[src/rtl/iob_cache_front_end_q_if.sv]
// Processor-side request/response bundle of the cache front-end queue.
// The master drives requests; the slave (the queue) answers with ready/ack/rdata.
interface iob_cache_front_end_q_if #(
    parameter int ADDR_W   = 32,
    parameter int DATA_W   = 32,
    parameter int USE_CTRL = 0
);
    localparam int NBYTES = DATA_W / 8;

    logic [USE_CTRL+ADDR_W-1:0] addr;
    logic [DATA_W-1:0]          wdata;
    logic [NBYTES-1:0]          wstrb;
    logic                       req;
    logic                       ready;
    logic [DATA_W-1:0]          rdata;
    logic                       ack;

    modport master (
        output addr, wdata, wstrb, req,
        input  ready, rdata, ack
    );

    modport slave (
        input  addr, wdata, wstrb, req,
        output ready, rdata, ack
    );
endinterface

[src/rtl/iob_cache_front_end_q.sv]
// Cache front-end request queue: buffers processor requests in order and
// steers the oldest one to either the cache data path or the cache-control
// register block, returning the completion of whichever target served it.
module iob_cache_front_end_q #(
    parameter int ADDR_W      = 32,
    parameter int DATA_W      = 32,
    parameter int NBYTES      = DATA_W / 8,
    parameter int USE_CTRL    = 0,
    parameter int CTRL_ADDR_W = 5,
    parameter int DEPTH       = 4
) (
    input  logic                         clk_i,
    input  logic                         reset,
    iob_cache_front_end_q_if.slave       fe,
    output logic                         data_req,
    output logic [ADDR_W-1:0]            data_addr,
    output logic [DATA_W-1:0]            data_wdata,
    output logic [NBYTES-1:0]            data_wstrb,
    input  logic [DATA_W-1:0]            data_rdata,
    input  logic                         data_ack,
    output logic                         ctrl_req,
    output logic [CTRL_ADDR_W-1:0]       ctrl_addr,
    input  logic [DATA_W-1:0]            ctrl_rdata,
    input  logic                         ctrl_ack,
    output logic [$clog2(DEPTH):0]       level,
    output logic                         err
);
    localparam int PTR_W = $clog2(DEPTH);
    localparam int LVL_W = PTR_W + 1;
    localparam int AW    = USE_CTRL + ADDR_W;

    typedef struct packed {
        logic              sel;
        logic [ADDR_W-1:0] addr;
        logic [DATA_W-1:0] wdata;
        logic [NBYTES-1:0] wstrb;
    } entry_t;

    entry_t             mem_q [DEPTH];
    entry_t             wr_entry_d;
    entry_t             head;
    logic [PTR_W-1:0]   wptr_q, wptr_d;
    logic [PTR_W-1:0]   rptr_q, rptr_d;
    logic [LVL_W-1:0]   level_q, level_d;
    logic               err_q, err_d;
    logic               head_vld;
    logic               sel_head;
    logic               ctrl_ack_eff;
    logic               push;
    logic               pop;

    // Head decode, handshakes, completion routing and next-state computation
    always_comb begin
        wr_entry_d       = '0;
        wr_entry_d.sel   = (USE_CTRL != 0) ? fe.addr[AW-1] : 1'b0;
        wr_entry_d.addr  = fe.addr[ADDR_W-1:0];
        wr_entry_d.wdata = fe.wdata;
        wr_entry_d.wstrb = fe.wstrb;

        head     = mem_q[rptr_q];
        head_vld = (level_q != '0);
        sel_head = (USE_CTRL != 0) ? head.sel : 1'b0;

        // Without a control space the control-side ack is not connected to anything real.
        ctrl_ack_eff = (USE_CTRL != 0) ? ctrl_ack : 1'b0;

        // Ready is a function of occupancy only, so a pop at full never bypasses into a push.
        fe.ready = (level_q != LVL_W'(DEPTH));

        data_req   = head_vld & ~sel_head;
        ctrl_req   = head_vld & sel_head;
        data_addr  = head.addr;
        data_wdata = head.wdata;
        data_wstrb = head.wstrb;
        ctrl_addr  = (USE_CTRL != 0) ? head.addr[CTRL_ADDR_W-1:0] : '0;

        fe.ack   = data_ack | ctrl_ack_eff;
        fe.rdata = ctrl_ack_eff ? ctrl_rdata : data_rdata;

        push = fe.req & fe.ready;
        pop  = (data_ack & data_req) | (ctrl_ack_eff & ctrl_req);

        wptr_d  = push ? wptr_q + PTR_W'(1) : wptr_q;
        rptr_d  = pop  ? rptr_q + PTR_W'(1) : rptr_q;
        level_d = level_q;
        case ({push, pop})
            2'b10:   level_d = level_q + LVL_W'(1);
            2'b01:   level_d = level_q - LVL_W'(1);
            default: level_d = level_q;
        endcase

        // Acks that do not match the head target, or both at once, are protocol errors.
        err_d = err_q
              | (data_ack & ~data_req)
              | (ctrl_ack_eff & ~ctrl_req)
              | (data_ack & ctrl_ack_eff);

        level = level_q;
        err   = err_q;
    end

    // Control state: pointers, occupancy and sticky error, cleared by reset
    always_ff @(posedge clk_i) begin
        if (reset) begin
            wptr_q  <= '0;
            rptr_q  <= '0;
            level_q <= '0;
            err_q   <= 1'b0;
        end else begin
            wptr_q  <= wptr_d;
            rptr_q  <= rptr_d;
            level_q <= level_d;
            err_q   <= err_d;
        end
    end

    // Entry storage; contents are meaningless until the pointers say otherwise
    always_ff @(posedge clk_i) begin
        if (push) begin
            mem_q[wptr_q] <= wr_entry_d;
        end
    end
endmodule

[src/flat_wrapper.sv]
// flat-port wrapper written by rule: the top's interface ports become plain ports
module iob_cache_front_end_q_flat 
#(
    parameter int ADDR_W      = 32,
    parameter int DATA_W      = 32,
    parameter int NBYTES      = DATA_W / 8,
    parameter int USE_CTRL    = 0,
    parameter int CTRL_ADDR_W = 5,
    parameter int DEPTH       = 4
)
  (clk_i, reset, data_req, data_addr, data_wdata, data_wstrb, data_rdata, data_ack, ctrl_req, ctrl_addr, ctrl_rdata, ctrl_ack, level, err, fe_addr, fe_wdata, fe_wstrb, fe_req, fe_ready, fe_rdata, fe_ack);
  iob_cache_front_end_q_if #(.ADDR_W(ADDR_W), .DATA_W(DATA_W), .USE_CTRL(USE_CTRL)) fe_i ();
  input  logic clk_i;
  input  logic reset;
  output logic data_req;
  output logic [ADDR_W-1:0] data_addr;
  output logic [DATA_W-1:0] data_wdata;
  output logic [NBYTES-1:0] data_wstrb;
  input  logic [DATA_W-1:0] data_rdata;
  input  logic data_ack;
  output logic ctrl_req;
  output logic [CTRL_ADDR_W-1:0] ctrl_addr;
  input  logic [DATA_W-1:0] ctrl_rdata;
  input  logic ctrl_ack;
  output logic [$clog2(DEPTH):0] level;
  output logic err;
  input wire logic [$bits(fe_i.addr)-1:0] fe_addr;
  input wire logic [$bits(fe_i.wdata)-1:0] fe_wdata;
  input wire logic [$bits(fe_i.wstrb)-1:0] fe_wstrb;
  input wire logic [$bits(fe_i.req)-1:0] fe_req;
  output wire logic [$bits(fe_i.ready)-1:0] fe_ready;
  output wire logic [$bits(fe_i.rdata)-1:0] fe_rdata;
  output wire logic [$bits(fe_i.ack)-1:0] fe_ack;
  assign fe_i.addr = fe_addr;
  assign fe_i.wdata = fe_wdata;
  assign fe_i.wstrb = fe_wstrb;
  assign fe_i.req = fe_req;
  assign fe_ready = fe_i.ready;
  assign fe_rdata = fe_i.rdata;
  assign fe_ack = fe_i.ack;
  iob_cache_front_end_q #(.ADDR_W(ADDR_W), .DATA_W(DATA_W), .NBYTES(NBYTES), .USE_CTRL(USE_CTRL), .CTRL_ADDR_W(CTRL_ADDR_W), .DEPTH(DEPTH)) u_core (.clk_i(clk_i), .reset(reset), .fe(fe_i), .data_req(data_req), .data_addr(data_addr), .data_wdata(data_wdata), .data_wstrb(data_wstrb), .data_rdata(data_rdata), .data_ack(data_ack), .ctrl_req(ctrl_req), .ctrl_addr(ctrl_addr), .ctrl_rdata(ctrl_rdata), .ctrl_ack(ctrl_ack), .level(level), .err(err));
endmodule
[config.mk]
export PLATFORM = sky130hd
export DESIGN_NAME = iob_cache_front_end_q_flat
export DESIGN_NICKNAME = d
export VERILOG_FILES = /design/src/rtl/iob_cache_front_end_q_if.sv /design/src/rtl/iob_cache_front_end_q.sv /design/src/flat_wrapper.sv
export SDC_FILE = /design/constraint.sdc
export NUM_CORES = 1
export LEC_CHECK = 0
export BUFFER_PORTS_ARGS = -buffer_cell sky130_fd_sc_hd__buf_2
export CORE_ASPECT_RATIO = 0.7
export CORE_MARGIN = 2
export CORE_UTILIZATION = 50
export DETAILED_ROUTE_END_ITERATION = 10
export MAX_ROUTING_LAYER = met4
export PLACE_DENSITY_LB_ADDON = 0.15
export REMOVE_ABC_BUFFERS = 1
export SETUP_SLACK_MARGIN = 0.3
export SLEW_MARGIN = 5
export SYNTH_ARGS = -nofsm -noshare
export SYNTH_HDL_FRONTEND = slang
export SYNTH_SLANG_ARGS = --single-unit
[constraint.sdc]
create_clock -name clk_i -period 3.48 [get_ports clk_i]
set_input_delay 0.696 -clock clk_i [delete_from_list [all_inputs] [get_ports clk_i]]
set_output_delay 0.696 -clock clk_i [all_outputs]
set_load 0.005 [all_outputs]
### After elaboration in Yosys (flattened, before gate mapping)

Memory sizes are Yosys's and may differ from the RTL's. A register that Yosys moved wholly into a read port is not among the register bits.
Index checks and enable logic that the tools add are counted.

* register bits after elaboration: 8
* memory bits (writable): 272
* input bits: 137
* output and inout port bits: 113
* logic and storage cells: 24
* memories: 1

Memory list
* u_core.mem_q: words 4, bits a word 68, read ports 1, clocked after Yosys merged registers in 1, wr ports 1, line iob_cache_front_end_q.sv:39 `entry_t mem_q [DEPTH];`

* add/sub/neg operators: 4
* eq/ne operators: 3
* muxes and demuxes: 5
* bitwise gates (word level): 5
* reductions and logical operators: 2

Operators with widths (count)
* $pmux 3 s2: 1
* $add 2x1->2 const B: 2
* $mux 2: 2
* $add 3x1->3 const B: 1
* $and 1x1->1: 3
* $ne 3x3->1 const B: 1
* $reduce_bool 3->1: 1
* $sub 3x1->3 const B: 1
* $eq 2x1->1 const B: 1
* $eq 2x2->1 const B: 1
* $mux 1: 2
* $reduce_bool 2->1: 1
* $not 1->1: 1
* $or 1x1->1: 1

### Depth between registers and ports, before layout

Gate-level depths: netlist (run 1).

* word-level depth: 4
* depth in mapped cells: 7
* depth with buffers taken out: 6

### Worst setup path before layout (run 1)

OpenSTA, ideal clock, no wires.

* path kind: input port to flip-flop
* start point: input port fe_req
* end point: memory u_core.mem_q[3][0] (netlist bit) (enable)
* data arrival time: 2627 ps
* path slack: 419 ps
* stages: 2
* path buffers: 1
* path through: clkbuf_1 -> and3_1

* word-level cells in the longest chain between the ends: 3

Ends and longest elaborated chain
* from (decl): line flat_wrapper.sv:30 `input wire logic [$bits(fe_i.req)-1:0] fe_req;`
* $and 1x1->1: line iob_cache_front_end_q.sv:80 `push = fe.req & fe.ready;`
* $mux 1: line iob_cache_front_end_q.sv:119 `if (push) begin`
* $mux 1 (implied by the code): line iob_cache_front_end_q.sv:120 `mem_q[wptr_q] <= wr_entry_d;`
* to (decl): line iob_cache_front_end_q.sv:39

Every way passes these cells.

==> results of run 1 <==
per-stage QoR:
stage	power (mW)	utilization, %	hold WS (ps)	area [sq um]
after global placement	4.84	55.3	445	11500
final	7.30	59.0	387	12300
after detailed placement	4.87	55.3	454	11500
after global routing	7.61	59.0	375	12300
after floorplan	4.49	-	460	10300
after CTS	7.40	58.9	366	12300
flip-flops by register name, summed over array words and instances (netlist names), named ones only:
register / count
u_core.rptr_q: 2
u_core.level: 3
u_core.wptr_q: 2
u_core.mem_q: 272
u_core.err: 1
final timing paths:
path                            cells after the start             endpoint            start  slack [ps]
worst max-delay path                                3        data_wstrb[3]         register         530
worst max register to register                      4  u_core.mem_q[0][27]  u_core.level[0]        1270
worst min register to register                      2           u_core.err       u_core.err         470
worst min-delay path                                1  u_core.mem_q[1][66]      fe_addr[30]         390
area by class of cell:
| cell class | instances | area, sq um |
|---|---|---|
| multi-input cells | 122 | 1900 |
| inverters | 7 | 26.3 |
| clock buffers | 34 | 702 |
| flip-flops and latches | 282 | 8380 |
| diodes | 7 | 17.5 |
| clock inverters | 12 | 56.3 |
| repair buffers | 154 | 891 |
| well taps | 276 | 345 |
| fillers | 1518 | 8550 |
cell usage after synthesis (all sizes together):
cell | number | share of area (%)
a211oi | 1 | 0.070
a21oi | 4 | 0.19
a31oi | 1 | 0.058
and3 | 4 | 0.23
buf | 55 | 4.1
clkbuf | 5 | 0.18
conb | 1 | 0.035
dfxtp | 10 | 1.9
edfxtp | 272 | 76
fa | 1 | 0.19
ha | 4 | 0.47
inv | 7 | 0.25
mux2 | 1 | 0.11
mux4 | 68 | 14
nand2 | 2 | 0.070
nand2b | 1 | 0.058
nand3 | 4 | 0.19
nor2 | 9 | 0.32
nor3 | 1 | 0.047
nor3b | 1 | 0.070
o2111ai | 2 | 0.16
o21a | 1 | 0.070
o21ai | 2 | 0.093
o21bai | 1 | 0.070
o221ai | 1 | 0.082
o311ai | 1 | 0.082
o31ai | 1 | 0.070
or2 | 1 | 0.058
or4 | 1 | 0.070
xnor2 | 1 | 0.082
xor2 | 2 | 0.16
layer usage:
metal	up-vias	track usage, %	routed length [microns]
li1	2145	-	-
met1	2460	22.9	8000
met2	206	26.8	8890
met3	27	9.80	2490
met4	0	3.59	314
met5	-	-	0
report_power, final:
group          internal [mW]  leakage (nW)  switching [mW]
logic                  0.420          1.16           0.359
registers               3.90          2.58          0.0881
clock network           1.41         0.364            1.11
total                   5.73          4.11            1.56
placed cells by master, fill, tap and decap left out, drive strengths merged, types with 6 or more instances in the layout:
cell type,count
buf,154
mux4,68
clkinv,10
clkbuf,34
edfxtp,272
inv,7
dfxtp,10
nor2,9
conb,6
diode,7
cells by family (layout without fill, tap and decap cells):
| family | count (synthesis) | after routing | synth area share (%) |
|---|---|---|---|
| other | 1 | 13 | 0.0350 |
| AOI/OAI and AO/OA | 15 | 15 | 0.946 |
| muxes | 69 | 69 | 14.4 |
| xor gates and xnor gates | 3 | 3 | 0.245 |
| and+or+nand+nor | 24 | 24 | 1.11 |
| adders and majority gates | 5 | 5 | 0.654 |
| DFF | 282 | 282 | 78.1 |
| buffers and inverters | 67 | 207 | 4.49 |
worst max-delay path: stages (launching register included):
cell and delay [ps]:
dfxtp_4 750, buf_12 260, mux4_2 540, buf_2 150
==> flow_metrics.py, run 1 <==
metrics = {
    "status": {
        "outcome": "finished, final reports clean",
    },
    "power_and_ir_drop": {
        "vdd_ir_drop_max_mv": 0.410,
        "leakagePower_nw": 4.11,
        "powerDensity_nw_per_um2": 592,
    },
    "floorplan": {
        "die_h_microns": 126,
        "die_area_sq_um": 22600,
        "io-pin-count": 250,
        "start_util_pct": 51.3,
        "rows": 44,
        "core-area_sq_um": 20900,
        "die_w_microns": 179,
    },
    "yosys": {
        "synth_cells": 466,
        "yosysWarnings": 0,
        "synth-seq-cells": 282,
        "syn_area_sq_um": 10700,
        "syn_area_per_cell_sq_um": 23.0,
        "synth_cell_types": 35,
        "synth_seq_area_share_pct": 78.1,
    },
    "flow_run": {
        "drv_cap": 0,
    },
    "setup_path": {
        "cp.required_ps": 2780,
        "crit_type": "register to primary output",
        "cp_data_arrival_time_ps": 2250,
        "critical_path.max_fanout": 27,
        "end_kind": "primary output",
        "cp-start-kind": "register",
    },
    "cts": {
        "post_cts_resized": 0,
        "cts_hold_buf": 0,
        "cts_sinks": 282,
        "cts_root_buf": "clkbuf_16",
        "ctsLongestPathBuffers": 3,
        "cts.reportedPaths.clkPinSlew_ps": 60,
        "cts_buffers": 26,
        "tritoncts": "yes",
        "cts_setup_buffers": 0,
        "htreeDepth": 1,
        "clk_latency_ps": 520,
    },
    "layout": {
        "syn_to_final_growth_pct": 15.0,
        "drive_gt1_share_pct": 42.9,
        "layout.nets": 735,
        "instances_no_fill": 894,
    },
    "placement": {
        "dpl.cell_count": 841,
        "globalplace.congestion": 0.724,
        "hpwl_mm": 12.1,
        "dp_slack_ps": 1010,
        "port-buffer-count": 146,
    },
    "grt": {
        "grt_pass1_wl_mm": 29.9,
        "grt_max_degree": 38,
        "groute.usage.overall_pct": 18.3,
        "antenna_found_initial": 6,
        "grt.overflow.total": 0,
        "grt_pass1_vias": 5175,
    },
    "timing": {
        "setup_ws_ps": 531,
        "period_needed_ps": 2950,
        "setup_violations": 0,
        "finalClockSkew_ps": 14.2,
        "hold_violations": 0,
        "min_period_over_period_pct": 84.7,
        "max_freq_ghz": 0.339,
        "drv_slew": 0,
        "max_slew_margin_pct": 57.6,
        "tightestPinTransition_ps": 636,
        "rsz0062_at_grt": "false",
        "tns_ps": 0,
    },
    "drt": {
        "routed_wl_mm": 19.7,
        "drt-vias-per-instance": 5.41,
        "first_pass_iters": 4,
        "vias": 4838,
        "route.detailed.drc": 0,
        "ant_nets": 0,
        "drt_iter0_markers": 293,
        "wl_per_cell_microns": 22.0,
    },
    "hold_path": {
        "hold_class": "primary input to register",
    },
}
Note: power is estimated with default switching activity, not from simulation.
==> inputs of run 2 (changes only) <==
==> constraint.sdc (replaced) <==
create_clock -name clk_i -period 2.78 [get_ports clk_i]
set_input_delay 0.556 -clock clk_i [delete_from_list [all_inputs] [get_ports clk_i]]
set_output_delay 0.556 -clock clk_i [all_outputs]
set_load 0.005 [all_outputs]
==> flow_metrics.py, run 2 (synthesis results as in run 1) <==
metrics = {
    "layout": {
        "syn_to_final_growth_pct": 16.9,
        "instances_no_fill": 908,
        "final-seq-area_sq_um": 8380,
        "top_register": "u_core.mem_q",
        "post-route-cell-area_sq_um": 12500,
        "layout.nets": 749,
        "largest_register_ff_count": 272,
        "final_common_cell": "edfxtp_1",
        "multi_input_area_sq_um": 1900,
        "nFillCells": 1513,
        "drive_gt1_share_pct": 44.0,
        "postLayoutCoreUtil_pct": 60.0,
        "most-common-layout-cells": "edfxtp_1 (272), buf_2 (146), mux4_2 (68)",
    },
    "power_and_ir_drop": {
        "power_frac_comb_pct": 12.0,
        "clock_power_share_pct": 34.5,
        "switchingPower_mw": 2.03,
        "powerDensity_nw_per_um2": 741,
        "totalPowerFinal_mw": 9.27,
        "leakagePower_nw": 4.22,
        "p_sw_share_pct": 21.9,
        "vdd_ir_drop_max_mv": 0.437,
        "p_int_mw": 7.24,
        "p_seq_share_pct": 53.4,
    },
    "timing": {
        "min_period_over_period_pct": 88.5,
        "finalClockSkew_ps": 22.3,
        "setup_violations": 0,
        "max_freq_ghz": 0.406,
        "rsz0062_at_grt": "true",
        "setup_ws_ps": 319,
        "tns_ps": 0,
        "drv_slew": 0,
        "period_needed_ps": 2460,
        "hold_ws_ps": 241,
        "hold_violations": 0,
    },
    "drt": {
        "first_pass_iters": 4,
        "route.detailed.drc": 0,
        "ant_nets": 0,
        "drt-vias-per-instance": 5.42,
        "vias": 4919,
        "wl_per_cell_microns": 23.0,
        "drt_iter0_markers": 330,
        "routed_wl_mm": 20.9,
    },
    "setup_path": {
        "cp-start-kind": "register",
        "end_kind": "primary output",
        "critical_path.max_fanout": 14,
        "cp_data_arrival_time_ps": 1900,
        "cp.required_ps": 2220,
        "crit_type": "register to primary output",
        "timing.rr.start": "u_core.level[0]",
    },
    "cts": {
        "cts_root_buf": "clkbuf_16",
        "cts_hold_buf": 0,
        "cts_buffers": 27,
        "tritoncts": "yes",
        "ctsLongestPathBuffers": 3,
        "cts.reportedPaths.clkPinSlew_ps": 60,
        "htreeDepth": 1,
        "clk_latency_ps": 530,
        "cts_sinks": 282,
    },
    "placement": {
        "dp_slack_ps": 507,
        "placed_area_sq_um": 11600,
        "dpl.cell_count": 845,
        "hpwl_mm": 12.8,
        "port-buffer-count": 146,
        "globalplace.congestion": 0.710,
    },
    "floorplan": {
        "die_w_microns": 179,
        "core-area_sq_um": 20900,
        "die_h_microns": 126,
        "rows": 44,
        "start_util_pct": 51.3,
        "io-pin-count": 250,
        "die_area_sq_um": 22600,
    },
    "grt": {
        "grt_max_degree": 36,
        "grt.overflow.total": 0,
        "antenna_found_initial": 5,
        "groute.usage.overall_pct": 18.9,
        "grt_pass1_wl_mm": 30.4,
        "grt_pass1_vias": 4977,
    },
    "status": {
        "outcome": "finished, final reports clean",
    },
    "hold_path": {
        "hold_class": "primary input to register",
        "hold_start": "fe_wdata[26]",
    },
    "flow_run": {
        "drv_cap": 0,
    },
}
-- run 2: cell count changes in the layout (fill, tap and decap cells not counted) --
cell / change
clkbuf_1: -3
clkinvlp_4: -2
buf_8: +1
buf_4: +6
buf_16: +3
clkinv_1: +4
inv_6: +2
buf_12: -1
clkbuf_16: +2
buf_6: +2
-- run 2: final timing paths --
| kind | to | slack, ps | cells after the start |
|---|---|---|---|
| max reg2reg | u_core.level[2] | 610 | 6 |
| min reg2reg | u_core.err | 480 | 2 |
| max | data_wdata[4] | 320 | 4 |
| min | u_core.mem_q[2][30] | 240 | 1 |
-- run 2: cell type report --
| cell class | count | share of cell area, % |
|---|---|---|
| sequential | 282 | 66.9 |
| multi-input combinational | 122 | 15.2 |
| timing repair buffer | 167 | 8.68 |
| clock buffer | 31 | 5.52 |
| tap | 276 | 2.76 |
| clock inverter | 16 | 0.590 |
| inverter | 7 | 0.210 |
| antenna | 7 | 0.140 |
-- run 2: what timing repair did --
| item | in CTS | in global routing |
|---|---|---|
| pin swaps | 0 | 0 |
| gates resized for setup | 0 | 4 |
| cloned | 0 | 4 |
| setup endpoints to repair | 67 | 59 |
| setup buffers | 3 | 2 |
-- run 2: power by group through the flow --
stage | clock network [mW] | logic [mW] | registers (mW)
2_1_floorplan | 0 | 0.510 | 5.12
3_3_place_gp | 0 | 1.01 | 5.05
3_5_place_dp | 0 | 1.02 | 5.07
4_1_cts | 3.28 | 1.06 | 4.96
5_1_grt | 3.46 | 1.23 | 4.97
6_report | 3.20 | 1.12 | 4.95
-- run 2: layer usage --
metal  up-vias  share of wire (%)  GRT usage, %
li1       2174                  -             -
met1      2496                 42          25.7
met2       219                 43          25.3
met3        30                 13          10.2
met4         0                1.8          3.68
met5         -                  0             -
-- run 2: worst max-delay path: stages, from the launching register on --
cell and delay, ps:
dfxtp_4 380, buf_12 140, buf_16 180, mux4_2 520
buf_2 160
==> inputs of run 3 (changes only) <==
==> constraint.sdc (replaced) <==
create_clock -name clk_i -period 2.3 [get_ports clk_i]
set_input_delay 0.46 -clock clk_i [delete_from_list [all_inputs] [get_ports clk_i]]
set_output_delay 0.46 -clock clk_i [all_outputs]
set_load 0.005 [all_outputs]
==> flow_metrics.py, run 3 (synthesis results as in run 1) <==
metrics = {
    "layout": {
        "top_register": "u_core.mem_q",
        "final_common_cell": "edfxtp_1",
        "largest_register_ff_count": 272,
        "layout.nets": 762,
        "syn_to_final_growth_pct": 21.0,
        "drive_gt1_share_pct": 47.0,
        "most-common-layout-cells": "edfxtp_1 (272), buf_2 (133), mux4_2 (68)",
        "post-route-cell-area_sq_um": 13000,
    },
    "status": {
        "outcome": "finished, violations left",
        "violations": "negative setup slack",
    },
    "drt": {
        "vias": 5058,
        "drt_iter0_markers": 410,
        "ant_nets": 0,
        "routed_wl_mm": 21.7,
        "drt-vias-per-instance": 5.49,
        "route.detailed.drc": 0,
        "first_pass_iters": 4,
        "wl_per_cell_microns": 23.6,
    },
    "timing": {
        "period_needed_ps": 2370,
        "drv_slew": 0,
        "finalClockSkew_ps": 12.1,
        "rsz0062_at_grt": "true",
        "hold_violations": 0,
        "max_freq_ghz": 0.422,
        "setup_ws_ps": -67.7,
        "min_period_over_period_pct": 103,
        "setup_violations": 63,
    },
    "placement": {
        "port-buffer-count": 146,
        "hpwl_mm": 13.5,
        "placed_area_sq_um": 11700,
        "globalplace.congestion": 0.696,
    },
    "hold_path": {
        "hold_start": "fe_addr[11]",
        "hold_class": "primary input to register",
    },
    "power_and_ir_drop": {
        "p_seq_share_pct": 51.2,
        "p_sw_share_pct": 21.5,
        "totalPowerFinal_mw": 11.7,
        "vdd_ir_drop_max_mv": 0.553,
        "clock_power_share_pct": 35.2,
        "switchingPower_mw": 2.52,
        "p_int_mw": 9.18,
        "leakagePower_nw": 4.38,
        "powerDensity_nw_per_um2": 903,
        "power_frac_comb_pct": 13.6,
    },
    "grt": {
        "grt_pass1_wl_mm": 31.7,
        "grt_pass1_vias": 5231,
        "antenna_found_initial": 4,
        "groute.usage.overall_pct": 19.7,
        "grt.overflow.total": 0,
        "grt_max_degree": 36,
    },
    "cts": {
        "clk_latency_ps": 510,
        "cts_root_buf": "clkbuf_16",
        "cts_sinks": 282,
        "htreeDepth": 1,
        "tritoncts": "yes",
        "cts.reportedPaths.clkPinSlew_ps": 60,
        "cts_buffers": 27,
        "ctsLongestPathBuffers": 3,
    },
    "setup_path": {
        "reg2reg_slack_ps": 370,
        "cp.required_ps": 1840,
        "crit_type": "register to primary output",
        "slowest_delay_ps": 510,
        "timing.critical_path.buf_inv": 3,
        "end_kind": "primary output",
        "cp-start-kind": "register",
        "critical_path.max_fanout": 6,
        "critical_path.cell_chain": "buf_12 > clkbuf_16 > mux4_2 > buf_2",
        "cp_slowest_cell": "mux4_2",
        "crit_family": "multiplexers",
        "timing.rr.start": "u_core.level[1]",
        "cp_data_arrival_time_ps": 1910,
    },
    "floorplan": {
        "core-area_sq_um": 20900,
        "rows": 44,
        "start_util_pct": 51.3,
        "die_w_microns": 179,
        "io-pin-count": 250,
        "die_h_microns": 126,
        "die_area_sq_um": 22600,
    },
    "flow_run": {
        "drv_cap": 0,
    },
}
run 3: cell types whose count changed in the layout (fill, tap and decap cells not counted), sizes merged:
cell	change
clkbuf	+5
inv	-2
bufinv	+2
clkinv	-5
buf	+12
diode	-2
clkinvlp	+3
run 3: worst reg2reg max path: stages (launching register included):
cell and delay [ps]:
dfxtp_4 400, o31ai_4 260, nor2_1 100, fa_2 340, nand2b_4 140, or4_1 420, a31oi_1 180
run 3: layout make-up:
type                    instances  area [sq um]
inverters                       7          26.3
fillers                      1442          7910
clock inverters                14           123
multi-input cells             122          1940
diodes                          5          12.5
flip-flops and latches        282          8390
well taps                     276           345
clock buffers                  35           706
repair buffers                180          1420
run 3: stage by stage:
stage	TNS (ps)	worst slack [ps]	utilization (%)	hold WS, ps	instances
floorplan	-275920	-1710	-	460	411
global placement	0	240	56.0	452	852
detailed placement	0	140	56.0	457	852
CTS	-2680	-96.2	61.2	131	911
global route	-6280	-131	62.1	136	920
finish	-1670	-67.7	62.1	157	921
run 3: layer usage:
| layer | wire, microns | GRT usage [%] | up-vias |
|---|---|---|---|
| li1 | - | - | 2215 |
| met1 | 8830 | 25.4 | 2606 |
| met2 | 10000 | 28.6 | 213 |
| met3 | 2630 | 9.92 | 24 |
| met4 | 278 | 3.49 | 0 |
| met5 | 0 | - | - |
run 3: path summary, 6_finish.rpt:
path / endpoint / cells past startpoint
worst min register to register: u_core.err / 2
worst max-delay path: data_wdata[16] / 4
worst min-delay path: u_core.mem_q[1][47] / 1
worst max register to register: u_core.level[2] / 6
run 3: timing repair:
item | in CTS | in global routing
buffers inserted | 6 | 2
resized for setup | 20 | 18
setup endpoints to repair | 86 | 83
hold buffers | 0 | 0
pin swaps | 1 | 3
hold endpoints to repair | 0 | 0
gates cloned | 4 | 3
run 3: power groups by stage:
| stage | clock [mW] | sequential [mW] | combinational [mW] |
|---|---|---|---|
| floorplan | 0 | 6.18 | 0.617 |
| global placement | 0 | 6.10 | 1.27 |
| detailed placement | 0 | 6.12 | 1.30 |
| CTS | 4.24 | 5.99 | 1.51 |
| global route | 4.46 | 6.01 | 1.71 |
| finish | 4.12 | 5.99 | 1.59 |
